$ cat config.mk
export PLATFORM = sky130hd
export DESIGN_NAME = session_timer_flat
export DESIGN_NICKNAME = d
export VERILOG_FILES = /design/src/rtl/session_timer_pkg.sv /design/src/rtl/session_timer_if.sv /design/src/rtl/session_timer_tick_edge_detect.sv /design/src/rtl/session_timer.sv /design/src/flat_wrapper.sv
export SDC_FILE = /design/constraint.sdc
export NUM_CORES = 1
export LEC_CHECK = 0
export CAP_MARGIN = 10
export CORE_MARGIN = 5
export CORE_UTILIZATION = 44
export CTS_BUF_LIST = sky130_fd_sc_hd__clkbuf_8
export DETAILED_ROUTE_END_ITERATION = 10
export PLACE_DENSITY_LB_ADDON = 0.3
export SYNTH_ARGS = -nofsm -noshare
export SYNTH_HDL_FRONTEND = slang
export SYNTH_SLANG_ARGS = --single-unit
$ cat constraint.sdc
create_clock -name clk -period 1.9 [get_ports clk]
set_input_delay 0.38 -clock clk [delete_from_list [all_inputs] [get_ports clk]]
set_output_delay 0.38 -clock clk [all_outputs]
set_load 0.1 [all_outputs]
$ cat src/rtl/session_timer_pkg.sv
// Shared types and constants for the session countdown timer.
package timer_pkg;

    typedef enum logic [1:0] {
        IDLE   = 2'd0,
        RUN    = 2'd1,
        EXPIRE = 2'd2
    } state_e;

    localparam int unsigned SYNC_STAGES_MIN = 2;

endpackage

$ cat src/rtl/session_timer_if.sv
// Control/status bundle between the session timer and its controller.
interface session_timer_if #(
    parameter int unsigned TICK_W = 8
);
    logic              slow_clk;
    logic              start;
    logic              kick;
    logic              cancel;
    logic [TICK_W-1:0] load_val;
    logic              tick;
    logic              busy;
    logic [TICK_W-1:0] remaining;
    logic              expired;

    modport master (
        output slow_clk, start, kick, cancel, load_val,
        input  tick, busy, remaining, expired
    );

    modport slave (
        input  slow_clk, start, kick, cancel, load_val,
        output tick, busy, remaining, expired
    );
endinterface

$ cat src/rtl/session_timer_tick_edge_detect.sv
// Synchronizes the divided slow wave into clk and emits one tick per rising edge.
module tick_edge_detect
    import timer_pkg::*;
#(
    parameter int unsigned SYNC_STAGES = 2
) (
    input  logic clk,
    input  logic reset,
    input  logic slow_clk,
    output logic tick
);
    localparam int unsigned STAGES =
        (SYNC_STAGES < SYNC_STAGES_MIN) ? SYNC_STAGES_MIN : SYNC_STAGES;

    logic [STAGES-1:0] sync_q;
    logic [STAGES-1:0] fill_q;
    logic              prev_q;
    logic              armed_q;
    logic              edge_q;
    logic              tick_q;
    logic              synced;
    logic              raw_edge;

    assign synced   = sync_q[STAGES-1];
    assign raw_edge = synced & ~prev_q;
    assign tick     = tick_q;

    // fill_q marks when synced reflects real input rather than reset zeros,
    // so a wave already high at release cannot arm the detector.
    always_ff @(posedge clk) begin
        if (reset) begin
            sync_q  <= '0;
            fill_q  <= '0;
            prev_q  <= 1'b0;
            armed_q <= 1'b0;
            edge_q  <= 1'b0;
            tick_q  <= 1'b0;
        end else begin
            sync_q <= {sync_q[STAGES-2:0], slow_clk};
            fill_q <= {fill_q[STAGES-2:0], 1'b1};
            prev_q <= synced;
            if (fill_q[STAGES-1] && !synced) begin
                armed_q <= 1'b1;
            end
            edge_q <= raw_edge & armed_q;
            tick_q <= edge_q;
        end
    end
endmodule

$ cat src/rtl/session_timer.sv
// Session/keypad timeout: counts slow-wave ticks down from a loaded value and pulses expiry.
module session_timer
    import timer_pkg::*;
#(
    parameter int unsigned TICK_W      = 8,
    parameter int unsigned SYNC_STAGES = 2
) (
    input logic            clk,
    input logic            reset,
    session_timer_if.slave bus
);
    logic              tick;
    state_e            state_q, state_d;
    logic [TICK_W-1:0] remaining_q, remaining_d;

    tick_edge_detect #(
        .SYNC_STAGES(SYNC_STAGES)
    ) u_edge (
        .clk     (clk),
        .reset   (reset),
        .slow_clk(bus.slow_clk),
        .tick    (tick)
    );

    always_ff @(posedge clk) begin
        if (reset) begin
            state_q     <= IDLE;
            remaining_q <= '0;
        end else begin
            state_q     <= state_d;
            remaining_q <= remaining_d;
        end
    end

    always_comb begin
        state_d     = state_q;
        remaining_d = remaining_q;
        case (state_q)
            IDLE: begin
                if (bus.start) begin
                    if (bus.load_val != '0) begin
                        state_d     = RUN;
                        remaining_d = bus.load_val;
                    end else begin
                        state_d     = EXPIRE;
                        remaining_d = '0;
                    end
                end
            end
            RUN: begin
                // Reload outranks a same-cycle tick; that tick is dropped.
                if (bus.cancel) begin
                    state_d     = IDLE;
                    remaining_d = '0;
                end else if (bus.start || bus.kick) begin
                    if (bus.load_val != '0) begin
                        remaining_d = bus.load_val;
                    end else begin
                        state_d     = EXPIRE;
                        remaining_d = '0;
                    end
                end else if (tick) begin
                    if (remaining_q <= TICK_W'(1)) begin
                        state_d     = EXPIRE;
                        remaining_d = '0;
                    end else begin
                        remaining_d = remaining_q - TICK_W'(1);
                    end
                end
            end
            EXPIRE: begin
                state_d     = IDLE;
                remaining_d = '0;
            end
            default: begin
                state_d     = IDLE;
                remaining_d = '0;
            end
        endcase
    end

    assign bus.tick      = tick;
    assign bus.busy      = (state_q == RUN);
    assign bus.remaining = remaining_q;
    assign bus.expired   = (state_q == EXPIRE);
endmodule

$ cat src/flat_wrapper.sv
// flat-port wrapper written by rule: the top's interface ports become plain ports
module session_timer_flat import timer_pkg::*;
#(
    parameter int unsigned TICK_W      = 8,
    parameter int unsigned SYNC_STAGES = 2
)
  (clk, reset, bus_slow_clk, bus_start, bus_kick, bus_cancel, bus_load_val, bus_tick, bus_busy, bus_remaining, bus_expired);
  session_timer_if #(.TICK_W(TICK_W)) bus_i ();
  input logic clk;
  input logic reset;
  input wire logic [$bits(bus_i.slow_clk)-1:0] bus_slow_clk;
  input wire logic [$bits(bus_i.start)-1:0] bus_start;
  input wire logic [$bits(bus_i.kick)-1:0] bus_kick;
  input wire logic [$bits(bus_i.cancel)-1:0] bus_cancel;
  input wire logic [$bits(bus_i.load_val)-1:0] bus_load_val;
  output wire logic [$bits(bus_i.tick)-1:0] bus_tick;
  output wire logic [$bits(bus_i.busy)-1:0] bus_busy;
  output wire logic [$bits(bus_i.remaining)-1:0] bus_remaining;
  output wire logic [$bits(bus_i.expired)-1:0] bus_expired;
  assign bus_i.slow_clk = bus_slow_clk;
  assign bus_i.start = bus_start;
  assign bus_i.kick = bus_kick;
  assign bus_i.cancel = bus_cancel;
  assign bus_i.load_val = bus_load_val;
  assign bus_tick = bus_i.tick;
  assign bus_busy = bus_i.busy;
  assign bus_remaining = bus_i.remaining;
  assign bus_expired = bus_i.expired;
  session_timer #(.TICK_W(TICK_W), .SYNC_STAGES(SYNC_STAGES)) u_core (.clk(clk), .reset(reset), .bus(bus_i));
endmodule
# Yosys cells after proc, flatten, opt, wreduce, memory -nomap -nowiden
# Cells that the tools add are included.
[totals] in_bits=14 regBits=18
[op_classes] n_lt_le_gt_ge=1 n_reduce_logical=7 mux=16 addsub=1 eq_ne=6 n_bitwise=3
[op_table] operator="two-way mux 8 bit" count=6
[op_table] operator="case mux 8 bit (2 select lines)" count=1
[op_table] operator="two-way mux 2 bit" count=7
[op_table] operator="less-or-equal comparator 8 x 1 -> 1 bit (second input constant)" count=1
[op_table] operator="!= test 4 x 2 -> 1 bit (second input constant)" count=2
[op_table] operator="nonzero test 8 bit" count=1
[op_table] operator="subtractor 8 x 1 -> 8 bit (second input constant)" count=1
[op_table] operator="!= test 4 bit (second input constant)" count=1
[op_table] operator="case mux 2 bit (2 select lines)" count=1
[op_table] operator="AND reduction 4 bit" count=1
[op_table] operator="AND 1 bit" count=2
[op_table] operator="equality test 2 x 1 -> 1 bit (second input constant)" count=1
[op_table] operator="equality test 2 bit (second input constant)" count=1
[op_table] operator="zero test 2 bit" count=1
[op_table] operator="!= test 2 bit (second input constant)" count=1
[op_table] operator="AND reduction 2 bit" count=1
[op_table] operator="logical AND 1 bit" count=1
[op_table] operator="zero test 1 bit" count=1
[op_table] operator="logical OR 1 bit" count=1
[op_table] operator="two-way mux 1 bit" count=1
[op_table] operator="inverter 1 bit" count=1

# Longest topological paths before layout
# Gate-level depths: netlist of the first run.
[depth] word_depth=6 mapped_depth=7 ltp_nobuf=7

# By module
# A second synthesis of the first run with hierarchy kept.
[unflattened] cells_unflattened=107 area_unflattened_um2=969.7
[modules_own_cells] module="session_timer" n_inst=1 cells_each=89 area_each_um2=734.5
[modules_own_cells] module="tick_edge_detect" n_inst=1 cells_each=18 area_each_um2=235.2

# Least setup slack after synthesis of the first run
# OpenSTA, ideal clock, no wires.
[synth_path] kind="register to register" from="reg u_core.remaining_q[0] (netlist: u_core.bus.remaining[0])" to="reg u_core.state_q[1]" required_time_ns=1.800 synth_period_minus_slack_ns=2.490 arrival_ns=2.391 path_slack_ns=-0.590 stages_incl_launch_ff=6 path_cell_list="dfxtp_1 ha_1 nor2_1 or4_4 o31a_4 a2111oi_4"
[synth_between] elab_chain_cells=3
[synth_lines] element="start, declared" line_no="session_timer.sv:14" source="logic [TICK_W-1:0] remaining_q, remaining_d;"
[synth_lines] element="start signal, assigned" line_no="session_timer.sv:31" source="remaining_q <= remaining_d;"
[synth_lines] element="less-or-equal comparator 8 x 1 -> 1 bit" line_no="session_timer.sv:63" source="if (remaining_q <= TICK_W'(1)) begin"
[synth_lines] element="!= test 4 x 2 -> 1 bit (no source line)"
[synth_lines] element="AND reduction 4 bit (no source line)"
[synth_lines] element="end signal, assigned" line_no="session_timer.sv:30" source="state_q <= state_d;"
[synth_lines] element="end, declared" line_no="session_timer.sv:13" source="state_e state_q, state_d;"
# Every way passes these cells.
# A chain may end at the register's enable or synchronous reset.

# Worst setup path after layout of the first run
[layout_path] from="reg u_core.remaining_q[5] (netlist: u_core.bus.remaining[5])" to="reg u_core.state_q[1]"
# The elaborated chain is that of the path after synthesis.

==> results of run 1 <==
[worst max-delay path: stages, from the launching register on]
cell and delay, ns:
dfxtp_4 0.34, or2_4 0.26, or4_4 0.55, o31a_4 0.38, buf_6 0.12, a2111oi_4 0.17
[repair_timing]
item	in CTS	in global routing
resized for setup	3	2
pin swaps	0	4
buffers inserted	0	0
setup endpoints to repair	2	2
[cell families (layout without fill, tap and decap cells)]
| logic type | count (synthesis) | after routing | synth area share (%) |
|---|---|---|---|
| muxes | 1 | 1 | 1.20 |
| buffers and inverters | 9 | 58 | 3.72 |
| DFF | 18 | 18 | 38.2 |
| and+or+nand+nor | 44 | 44 | 24.7 |
| adders and majority gates | 2 | 2 | 2.66 |
| AOI/OAI and AO/OA | 34 | 34 | 28.6 |
| xor gates and xnor gates | 1 | 1 | 0.930 |
[synth_stat cells]
cell and count:
a2111oi_4 1, a211o_1 1, a211oi_1 1, a21oi_1 7, a222oi_1 1, a22oi_1 2, a2bb2oi_1 1, a311oi_1 1
a32o_1 2, a32oi_1 2, and2b_1 1, and3_1 1, and3b_1 1, buf_2 1, clkbuf_1 3, dfxtp_1 18
ha_1 2, inv_1 5, mux2_2 1, nand2_1 9, nand3_1 3, nor2_1 8, nor2b_1 6, nor3_1 5
nor3b_1 1, nor4_1 6, o211ai_1 1, o21ai_0 5, o21ai_1 2, o21bai_1 1, o31a_1 1, o31a_2 1
o31a_4 1, o31ai_1 2, o32ai_1 1, or2_0 1, or3_1 1, or4_4 1, xor2_1 1
[cell type report]
class	instances	area share, %
multi-input combinational	82	36.3
sequential	18	24.5
clock buffer	4	3.46
timing repair buffer	49	32.5
inverter	5	1.18
tap	27	2.12
[layer usage]
metal,up-vias,track usage [%],wire length [µm]
li1,515,-,-
met1,511,23.8,1240
met2,47,32.1,1440
met3,7,3.21,187
met4,0,8.14,53
met5,-,0,0
[power groups by stage]
stage / logic (mW) / registers, mW / clock network, mW
5_1_grt: 0.467 / 0.419 / 0.326
3_5_place_dp: 0.430 / 0.424 / 0
4_1_cts: 0.435 / 0.416 / 0.319
3_3_place_gp: 0.422 / 0.422 / 0
2_1_floorplan: 0.142 / 0.525 / 0
6_report: 0.441 / 0.416 / 0.316
[sequential cells by signal, indices dropped and copies added, names as in the netlist]
signal	flops
u_core.bus.remaining	8
u_core.state_q	2
u_core.u_edge.armed_q	1
u_core.u_edge.edge_q	1
u_core.u_edge.fill_q	2
u_core.u_edge.prev_q	1
u_core.u_edge.sync_q	2
u_core.u_edge.tick	1
[how the worst min path moves through the flow]
stage / slack [ns] / cells after the start / to
5_1_grt: 0.45 / 1 / u_core.u_edge.tick
2_1_floorplan: 0.41 / 1 / u_core.u_edge.tick
4_1_cts: 0.45 / 1 / u_core.u_edge.fill_q[1]
6_report: 0.44 / 1 / u_core.u_edge.fill_q[1]
3_3_place_gp: 0.42 / 1 / u_core.u_edge.sync_q[1]
3_5_place_dp: 0.43 / 1 / u_core.u_edge.sync_q[1]
[per-stage QoR]
| stage | hold WS, ns | power, mW | setup TNS (ns) | area (µm²) |
|---|---|---|---|---|
| floorplan | 0.414 | 0.667 | -0.0198 | 988 |
| global placement | 0.417 | 0.844 | -0.0821 | 1520 |
| detailed placement | 0.429 | 0.854 | -0.390 | 1520 |
| CTS | 0.445 | 1.17 | -0.0332 | 1580 |
| global route | 0.453 | 1.21 | -0.0938 | 1590 |
| finish | 0.440 | 1.17 | -0.0207 | 1590 |
==> impl_metrics.csv, run 1 <==
group,metric,value,unit
run_status,status,"finished, violations left",
run_status,violations,"setup timing",
logic_synthesis,syn-num-nets,125,
sta,period_minus_slack,1.92,ns
route,postRouteAntennaNets,0,
die,initial_core_util,47.1,%
clocking,clk_latency,0.26,ns
route,routedWlPerCell,15.8,µm
layout,nFillCells,139,
place,hpwl,2.23,mm
critical_path,cp-startpoint,"u_core.bus.remaining[5]",
clocking,cts_made_buffers,3,
critical_path,endpoint,"u_core.state_q[1]",
clocking,cts_root_buf,"clkbuf_8",
clocking,clock_path_buffers,2,
layout,seq_area,389,µm²
critical_path,arrival,2.08,ns
sta,period_share,101,%
logic_synthesis,synth_area_leaders,"dfxtp_1 38%, nor2b_1 4.0%, nor4_1 4.0%, a21oi_1 3.7%, nand2_1 3.6%",
logic_synthesis,synth_top_area_cell,"dfxtp_1",
power_and_ir_drop,power_density,738,nW/µm²
sta,finalWorstSetupSlack,-0.0207,ns
layout,diodes,0,
clocking,clkTransAtPathRegs,0.07,ns
layout,fin_nets,175,
sta,setup_viol,1,
power_and_ir_drop,p_leak,0.647,nW
critical_path,worstPathMaxFanout,4,
sta,rsz0062_at_grt,"yes",
flow_run,drv_cap,0,
logic_synthesis,yosysSeqAreaShare,38.2,%
critical_path,timing.rr.end,"u_core.state_q[1]",
logic_synthesis,syn_avg_cell_area,8.64,µm²
clocking,htreeDepth,1,
sta,hold_violations,0,
power_and_ir_drop,pwr-share-comb,37.6,%
power_and_ir_drop,clkPwrFrac,26.9,%
die,core_area,2000,µm²
power_and_ir_drop,p_sw_share,34.1,%
power_and_ir_drop,intPower,0.773,mW
power_and_ir_drop,p_sw,0.400,mW
logic_synthesis,ys_warn_count,0,
layout,final_core_util,79.4,%
place,pre_cts_ws,-0.223,ns
place,port_buffers,24,
logic_synthesis,syn-instance-count,109,
sta,report.final.slew_viol_count,0,
hold_path,min_path_type,"flip-flop to flip-flop",
layout,instances_no_fill,185,
layout,layout-drive-gt1-share,40.5,%
critical_path,reg2reg_from,"u_core.bus.remaining[5]",
logic_synthesis,synth.top_cell.area_share,38.2,%
layout,layout_common_cells,"26 x buf_4, 13 x clkdlybuf4s50_1, 9 x nand2_1, 9 x buf_12, 9 x dfxtp_1",
clocking,hold_buffers,0,
global_route,grt.total_usage,19.1,%
route,post-route-drc-count,0,
critical_path,end_kind,"flip-flop",
clocking,cts_sinks,18,
die,fp.dieH,56.3,µm
critical_path,start_kind,"flip-flop",
sta,worst_pin_slew,0.389,ns
critical_path,regToRegSetupSlack,-0.02,ns
hold_path,hp-start,"u_core.u_edge.fill_q[0]",
critical_path,rr_worst_depth,5,
die,rows,16,
critical_path,path_class,"flip-flop to flip-flop",
sta,fmax,521,MHz
die,ios,25,
power_and_ir_drop,peakVddDrop,0.000540,V
clocking,cts_tree,"done",
layout,multi_input_area,577,µm²
power_and_ir_drop,p_seq_share,35.5,%
critical_path,required,2.06,ns
route,via_per_inst,5.84,
route,drtPass1Iterations,4,
global_route,grt_start_max_net_pins,15,
sta,slew-limit-headroom,73.8,%
logic_synthesis,synthesis.area,942,µm²
route,vias,1080,
logic_synthesis,ys_seq_elements,18,
layout,area_growth,68.8,%
global_route,grt.overflow.total,0,
route,wl,2.92,mm
global_route,antenna_found_initial,0,
global_route,grt_pass1_wl,4.84,mm
global_route,grt_pass1_vias,1074,
die,die_x,56.3,µm
layout,final_common_cell,"buf_4",
logic_synthesis,synth_cell_type_count,39,
sta,finClkSkew,0.00747,ns
place,gp_congestion,0.882,
die,dieArea,3170,µm²
route,drt_iter0_drc,32,
place,dp_cells,181,
No activity file was read; power rests on OpenSTA's default activity.
==> run 2: changes to the inputs <==
- CTS_CLUSTER_DIAMETER: unset -> 120
==> results of run 2 <==
The final DEF is identical to that of run 1; final timing and power are the same.
==> run 3: changes to the inputs <==
- CORE_MARGIN: 5 -> 3
- GPL_TIMING_DRIVEN: unset -> 0
==> impl_metrics.csv, run 3 (synthesized netlist as in run 1, its figures left out) <==
group,metric,value,unit
power_and_ir_drop,peakVddDrop,0.000542,V
critical_path,slowest_delay,0.83,ns
clocking,clkTransAtPathRegs,0.07,ns
sta,period_minus_slack,1.87,ns
global_route,busiest_layer,"met2",
sta,slew-limit-headroom,36.6,%
die,die_x,52.3,µm
power_and_ir_drop,p_leak,0.523,nW
clocking,cts_sinks,18,
global_route,antenna_found_initial,0,
sta,hold_violations,0,
critical_path,worstPathMaxFanout,8,
critical_path,arrival,1.49,ns
power_and_ir_drop,power_density,797,nW/µm²
die,core_area,2000,µm²
clocking,cts_made_buffers,3,
place,port_buffers,24,
sta,period_share,98.4,%
layout,fin_nets,155,
global_route,grt_use_met2,31.2,%
sta,finClkSkew,0.00452,ns
critical_path,critical_path.slowest_cell,"clkdlybuf4s15_1",
die,fp.dieH,52.3,µm
critical_path,crit_buf_inv,1,
layout,multi_input_area,617,µm²
clocking,cts_root_buf,"clkbuf_8",
hold_path,min_path_type,"flip-flop to flip-flop",
clocking,clock_path_buffers,2,
critical_path,required,1.52,ns
layout,layout_common_cells,"13 x clkdlybuf4s50_1, 9 x nand2_1, 9 x dfxtp_1",
route,wl,2.51,mm
clocking,htreeDepth,1,
layout,fin_area,1370,µm²
critical_path,path_cells,"clkdlybuf4s15_1",
die,initial_core_util,47.1,%
global_route,grt_pass1_wl,4.06,mm
place,gp_congestion,0.846,
layout,nFillCells,163,
route,drtPass1Iterations,4,
clocking,cts_tree,"done",
sta,worst_pin_slew,0.955,ns
die,ios,25,
die,dieArea,2730,µm²
layout,final_core_util,68.4,%
layout,diodes,0,
global_route,grtUsageMet3,5.41,%
sta,fmax,535,MHz
die,rows,16,
route,routedWlPerCell,15.2,µm
critical_path,end_kind,"output pin",
clocking,hold_buffers,0,
place,hpwl,1.78,mm
clocking,clk_latency,0.25,ns
layout,layout-drive-gt1-share,29.0,%
sta,report.final.slew_viol_count,0,
place,place_area,1260,µm²
layout,largest_reg_flops,8,
critical_path,start_kind,"flip-flop",
layout,final_common_cell,"clkdlybuf4s50_1",
global_route,use_met1,26.0,%
route,via_per_inst,5.91,
sta,rsz0062_at_grt,"yes",
global_route,grt_pass1_vias,892,
route,vias,975,
global_route,grt.total_usage,19.8,%
route,drt_iter0_drc,55,
sta,setup-tns-final,0,ns
global_route,grt_start_max_net_pins,11,
critical_path,crit_family,"buffers and inverters",
run_status,status,"finished, final reports clean",
layout,seq_area,389,µm²
power_and_ir_drop,fin_total_pwr,1.09,mW
sta,finalWorstSetupSlack,0.0298,ns
global_route,grt.overflow.total,0,
route,postRouteAntennaNets,0,
critical_path,path_class,"flip-flop to output pin",
place,pre_cts_ws,-0.474,ns
layout,area_growth,45.4,%
route,post-route-drc-count,0,
flow_run,drv_cap,0,
sta,setup_viol,0,
[run 3: through the flow]
stage / instances / hold slack, ns
after floorplan: 109 / 0.414
after global placement: 160 / 0.418
after detailed placement: 160 / 0.430
after CTS: 164 / 0.446
after global routing: 165 / 0.459
final: 165 / 0.443
[run 3: cell type report]
type | count | area share [%]
plain buffers | 2 | 0.639
inverters | 5 | 1.37
flip-flops and latches | 18 | 28.4
clock buffers | 4 | 4.02
repair buffers | 27 | 18.1
well taps | 27 | 2.47
multi-input cells | 82 | 45.0
[run 3: timing repair]
action,CTS,global route
endpoints found under the hold margin,0,0
buffers inserted,0,3
endpoints found under the setup margin,17,18
pin swaps,0,4
resized for setup,23,17
gates cloned,0,0
[run 3: power by group]
group / internal (mW) / leakage [nW] / switching, mW / total, mW
Combinational: 0.124 / 0.340 / 0.221 / 0.346
Clock: 0.184 / 0.0288 / 0.134 / 0.318
Sequential: 0.398 / 0.154 / 0.0299 / 0.428
[run 3: path summary, 6_finish.rpt]
kind / start / end / depth (start not counted) / slack (ns)
worst max register to register: u_core.bus.remaining[6] / u_core.bus.remaining[0] / 5 / 0.06
worst min register to register: u_core.u_edge.edge_q / u_core.u_edge.tick / 1 / 0.44
worst min-delay path: u_core.u_edge.edge_q / u_core.u_edge.tick / 1 / 0.44
worst max-delay path: u_core.bus.remaining[5] / bus_remaining[5] / 1 / 0.03
[run 3: per-layer routing]
layer	wire length [µm]	vias up
met3	212	4
met4	24	0
met1	1090	446
met2	1180	47
li1	-	478
met5	0	-
